### src/rtl/seg7_scan_reader.sv
// seg7_scan_reader: recovers hex digits and decimal points from a multiplexed,
// active-low 7-segment bus and hands out complete frames over VALID/READY.
module seg7_scan_reader #(
  parameter int NDIG   = 4,
  parameter int STABLE = 3
) (
  input  logic              CLK,
  input  logic              RST,
  input  logic [7:0]        nHEX,
  input  logic [NDIG-1:0]   nSEL,
  output logic [4*NDIG-1:0] DIGITS,
  output logic [NDIG-1:0]   DPS,
  output logic [NDIG-1:0]   ERR,
  output logic              VALID,
  input  logic              READY,
  output logic              SEL_ERR
);

  // state      | meaning
  // FRAME_IDLE | nothing presented, VALID low
  // FRAME_HELD | frame on DIGITS/DPS/ERR, VALID high until taken with READY
  typedef enum logic {
    FRAME_IDLE = 1'b0,
    FRAME_HELD = 1'b1
  } frame_state_t;

  localparam logic [3:0] STABLE_C = 4'(STABLE);

  frame_state_t      state_q, state_d;
  logic [7:0]        s_hex_q, s_hex_d;
  logic [7:0]        p_hex_q, p_hex_d;
  logic [NDIG-1:0]   s_sel_q, s_sel_d;
  logic [NDIG-1:0]   p_sel_q, p_sel_d;
  logic [3:0]        cnt_q, cnt_d;
  logic              sel_err_q, sel_err_d;
  logic [4*NDIG-1:0] shd_val_q, shd_val_d;
  logic [NDIG-1:0]   shd_dp_q, shd_dp_d;
  logic [NDIG-1:0]   shd_err_q, shd_err_d;
  logic [NDIG-1:0]   seen_q, seen_d;
  logic [4*NDIG-1:0] digits_q, digits_d;
  logic [NDIG-1:0]   dps_q, dps_d;
  logic [NDIG-1:0]   err_q, err_d;

  logic [3:0]        sel_lows;
  logic              sel_legal;
  logic              same;
  logic              commit;
  logic [NDIG-1:0]   commit_mask;
  logic [NDIG-1:0]   seen_m;
  logic [4:0]        dec;
  logic              frame_full;
  logic              take;

  // {err, value} for an active-high gfedcba pattern; unknown shapes give 0 with err set.
  function automatic logic [4:0] seg_decode(input logic [6:0] seg);
    logic [4:0] r;
    case (seg)
      7'h3F: r = 5'h00;
      7'h06: r = 5'h01;
      7'h5B: r = 5'h02;
      7'h4F: r = 5'h03;
      7'h66: r = 5'h04;
      7'h6D: r = 5'h05;
      7'h7D: r = 5'h06;
      7'h07: r = 5'h07;
      7'h7F: r = 5'h08;
      7'h6F: r = 5'h09;
      7'h77: r = 5'h0A;
      7'h7C: r = 5'h0B;
      7'h39: r = 5'h0C;
      7'h5E: r = 5'h0D;
      7'h79: r = 5'h0E;
      7'h71: r = 5'h0F;
      default: r = 5'h10;
    endcase
    return r;
  endfunction

  // Input sampling, select legality and run-length qualification of the sampled pattern.
  always_comb begin
    s_hex_d  = nHEX;
    s_sel_d  = nSEL;
    p_hex_d  = s_hex_q;
    p_sel_d  = s_sel_q;
    sel_lows = '0;
    for (int i = 0; i < NDIG; i++) begin
      if (!s_sel_q[i]) sel_lows = sel_lows + 4'd1;
    end
    sel_legal = (sel_lows == 4'd1);
    sel_err_d = (sel_lows > 4'd1);
    same      = (s_hex_q == p_hex_q) && (s_sel_q == p_sel_q);
    if (!sel_legal)              cnt_d = '0;
    else if (!same)              cnt_d = 4'd1;
    else if (cnt_q == STABLE_C)  cnt_d = cnt_q;
    else                         cnt_d = cnt_q + 4'd1;
    // A saturated run of the same pattern must not commit again.
    commit      = sel_legal && (cnt_d == STABLE_C) && !(same && (cnt_q == STABLE_C));
    commit_mask = commit ? ~s_sel_q : '0;
    dec         = seg_decode(~s_hex_q[6:0]);
  end

  // Shadow update, frame assembly and the VALID/READY presentation FSM.
  always_comb begin
    shd_val_d = shd_val_q;
    shd_dp_d  = shd_dp_q;
    shd_err_d = shd_err_q;
    for (int i = 0; i < NDIG; i++) begin
      if (commit_mask[i]) begin
        shd_val_d[4*i +: 4] = dec[3:0];
        shd_dp_d[i]         = ~s_hex_q[7];
        shd_err_d[i]        = dec[4];
      end
    end
    seen_m     = seen_q | commit_mask;
    frame_full = &seen_m;
    take       = (state_q == FRAME_IDLE) || READY;
    state_d    = state_q;
    digits_d   = digits_q;
    dps_d      = dps_q;
    err_d      = err_q;
    seen_d     = seen_m;
    if (frame_full && take) begin
      digits_d = shd_val_d;
      dps_d    = shd_dp_d;
      err_d    = shd_err_d;
      state_d  = FRAME_HELD;
      // A commit that lands while an older full frame was waiting starts the next frame.
      seen_d   = (&seen_q) ? commit_mask : '0;
    end else if ((state_q == FRAME_HELD) && READY) begin
      state_d = FRAME_IDLE;
    end
  end

  // Datapath registers; sample stage resets to a blanked bus so no select error follows reset.
  always_ff @(posedge CLK) begin
    if (RST) begin
      s_hex_q   <= '1;
      s_sel_q   <= '1;
      p_hex_q   <= '1;
      p_sel_q   <= '1;
      cnt_q     <= '0;
      sel_err_q <= 1'b0;
      shd_val_q <= '0;
      shd_dp_q  <= '0;
      shd_err_q <= '0;
      seen_q    <= '0;
      digits_q  <= '0;
      dps_q     <= '0;
      err_q     <= '0;
    end else begin
      s_hex_q   <= s_hex_d;
      s_sel_q   <= s_sel_d;
      p_hex_q   <= p_hex_d;
      p_sel_q   <= p_sel_d;
      cnt_q     <= cnt_d;
      sel_err_q <= sel_err_d;
      shd_val_q <= shd_val_d;
      shd_dp_q  <= shd_dp_d;
      shd_err_q <= shd_err_d;
      seen_q    <= seen_d;
      digits_q  <= digits_d;
      dps_q     <= dps_d;
      err_q     <= err_d;
    end
  end

  // Frame presentation state register.
  always_ff @(posedge CLK) begin
    if (RST) state_q <= FRAME_IDLE;
    else     state_q <= state_d;
  end

  assign DIGITS  = digits_q;
  assign DPS     = dps_q;
  assign ERR     = err_q;
  assign VALID   = (state_q == FRAME_HELD);
  assign SEL_ERR = sel_err_q;

endmodule
### config.mk
export PLATFORM = sky130hd
export DESIGN_NAME = seg7_scan_reader
export DESIGN_NICKNAME = d
export VERILOG_FILES = /design/src/rtl/seg7_scan_reader.sv
export SDC_FILE = /design/constraint.sdc
export NUM_CORES = 1
export LEC_CHECK = 0
export ABC_AREA = 0
export CAP_MARGIN = 20
export CORE_MARGIN = 2
export CORE_UTILIZATION = 52
export CTS_BUF_LIST = sky130_fd_sc_hd__clkbuf_4
export DETAILED_ROUTE_END_ITERATION = 16
export PLACE_DENSITY = 0.78
export SYNTH_ARGS = -nofsm -noshare
export SYNTH_HDL_FRONTEND = slang
export SYNTH_SLANG_ARGS = --single-unit
### constraint.sdc
create_clock -name CLK -period 3.1 [get_ports CLK]
set_input_delay 0.62 -clock CLK [delete_from_list [all_inputs] [get_ports CLK]]
set_output_delay 0.62 -clock CLK [all_outputs]
set_load 0.02 [all_outputs]
==> summary.txt <==
CTS tree -> done
Pre-CTS setup slack -> -15.17 ps
Kind of critical path -> flop to flop
Final worst slack -> 123.7 ps
Critical Path Fanout Max -> 24
Number of enable flip-flop cells after synthesis -> 0
DRT Wirelength -> 7.146 mm
Min-Delay Path Class -> flop to flop
Initial antenna violation count -> 0
Final clock skew -> 15.98 ps
Final hold violations -> 0
Core area -> 6794 um^2
Peak supply drop -> 0.0002529 V
Syn. warnings -> 0
1st-iter DRT viols -> 94
Row count -> 30
Grt ovf -> 0
Post-synth top cells -> dfxtp_1, nor2_1, mux2i_1
Pwr/cell area -> 440.4 nW/um^2
HPWL Detailed -> 4.902 mm
FMAX -> 0.3360 GHz
Hold slack -> 510.4 ps
Worst-path cell chain -> inv_2, ha_4, xnor2_4, ha_1, or2_4, nor2_4, o21ai_4, o41ai_2, o211ai_1, or2_1, buf_12, mux2_4
DP Area -> 4228 um^2
Area leader, netlist -> dfxtp_1
Post-synth top area share -> 0.4504
Nets -> 426
Num CTS Buffers -> 9
Crit share post-route -> 0.9601
First-pass GRT wire length -> 12.04 mm
# setup viols final -> 0
Ys async rst share -> 0
Crit path buf inv count -> 2
Remaining DRCs -> 0
Syn_nets -> 380
Final ANT Viol Nets -> 0
CTS Buffer Depth -> 2
Critical path capture point type -> flop
Port Buffers -> 40
Die Span X -> 87.72 um
Drt pass-1 iters -> 4
Wire per inst -> 14.07 um
Layout fillers -> 555
Critical Path RT -> 3400 ps
Status -> finished clean
Total power -> 1.948 mW
Cell family with most CP delay -> simple AND/OR/NAND/NOR gates
Worst Setup SP -> p_sel_d[1]$_SDFF_PP1_
Synth area leaders -> dfxtp_1, mux2i_1, mux2_4
Worst r2r src -> p_sel_d[1]$_SDFF_PP1_
Count leader, synth -> dfxtp_1
Worst setup SP type -> flop
Synth Register Bits -> 82
Via count -> 2,649
Final min period -> 2976 ps
Slowest stage delay, CP -> 400 ps
# H-tree levels -> 3
Syn Inst Count -> 361
Layout cells sized above 1 -> 0.2403
Clk root buf -> clkbuf_4
TritonCTS Sinks -> 82
Antenna fix cells -> 0
Tot GR Track Use -> 0.2009
Worst path arrival time -> 3280 ps
WP depth -> 12
Worst reg2reg path depth -> 12
Ys flop type -> dfxtp_1
RSZ-0062 raised after global routing -> false
Synth Cell Area -> 3645 um^2
Final GP Congestion -> 0.8486
Final instance area -> 4424 um^2
Reg clk slew, reported paths -> 120 ps
Post-Syn Area per Cell -> 10.10 um^2
Worst slew pin tran -> 562.7 ps
Hold depth -> 1
Pleak -> 1.682 nW
Total die area -> 7695 um^2
Largest net degree at the start of global routing -> 32
Avg Vias per Cell -> 5.215
Syn-to-layout area delta -> 21.39%
Clk_lat worst skew -> 410 ps
Initial core utilization -> 0.5365
Top Ports -> 41
Post-synth cell types -> 53
Sequential fraction of the synthesis area -> 0.4504
Maxcap violations -> 0
Vias in the first global route -> 2,615
HP Start -> p_sel_d[0]$_SDFF_PP1_
CP max stage cell -> dfxtp_4
Die Span Y -> 87.72 um
Max Slew Vio Count -> 0
Slew Limit Headroom -> 0.6220
-- repair_timing --
item,4_1_cts,5_1_grt
gates cloned,0,0
endpoints found under the setup margin,16,19
setup buffers,0,1
hold buffers,0,0
gates resized for setup,1,3
pin swaps,0,2
-- area by class of cell --
type                    instances  area [um^2]  share of cell area
multi-input cells             249         1924              0.4350
flip-flops and latches         82         1649              0.3727
repair buffers                 57        535.5              0.1210
well taps                      96        120.1             0.02715
clock inverters                 6        90.09             0.02036
clock buffers                  10        75.07             0.01697
inverters                       8        30.03            0.006787
-- power by group --
group          switching [mW]  internal, mW
Combinational          0.0816        0.0719
Clock                   0.367         0.339
Sequential             0.0183          1.07
-- layout by cell type, fill, tap and decap left out, types with 10 or more instances in the layout --
cell type	instances
buf_4	16
clkbuf_4	10
clkdlybuf4s50_1	39
dfxtp_1	80
mux2_4	16
mux2i_1	26
nand2_1	12
nor2_1	35
nor2b_1	25
or2_2	24
xor2_1	14
-- layer usage --
metal,part of all wire,vias up,global-route usage
met4,0.013,0,0.08951
met2,0.48,59,0.3202
li1,-,1316,-
met1,0.46,1265,0.2639
met5,0,-,0
met3,0.044,9,0.04147
-- flip-flops by register name (all words and copies together) (netlist names), 8 cells and up --
signal,cells
shd_val_q,16
DIGITS,16
p_hex_q,8
p_hex_d,8
-- per-stage QoR --
step | utilization | cells | TNS [ps]
finish | 0.6512 | 508 | 0
global placement | 0.6223 | 491 | 0
floorplan | - | 361 | -1591
detailed placement | 0.6223 | 491 | -142.4
global route | 0.6512 | 508 | 0
CTS | 0.6477 | 507 | 0
-- worst paths after layout --
path | end | slack (ps)
setup / recovery | DPS[1]$_SDFFE_PP0P_ | 120
setup reg to reg | DPS[1]$_SDFFE_PP0P_ | 120
hold / removal | p_sel_q[0]$_SDFF_PP1_ | 510
hold reg to reg | p_sel_q[0]$_SDFF_PP1_ | 510
-- worst register-to-register path, cell delays in order, from the launching register on --
cell and delay, ps:
dfxtp_4 400, inv_2 60, ha_4 270, xnor2_4 160, ha_1 290, or2_4 240
nor2_4 110, o21ai_4 120, o41ai_2 290, o211ai_1 160, or2_1 280, buf_12 190
mux2_4 310
-- cells by family after synthesis --
| kind of cell | after synthesis | share of synthesized area |
|---|---|---|
| compound gates | 38 | 0.06660 |
| xor+xnor | 19 | 0.04772 |
| fa+ha+maj | 4 | 0.01373 |
| buf+inv | 30 | 0.04497 |
| flops | 82 | 0.4504 |
| mux | 46 | 0.1497 |
| simple gates | 142 | 0.2269 |
Note: power is estimated with default switching activity, not from simulation.
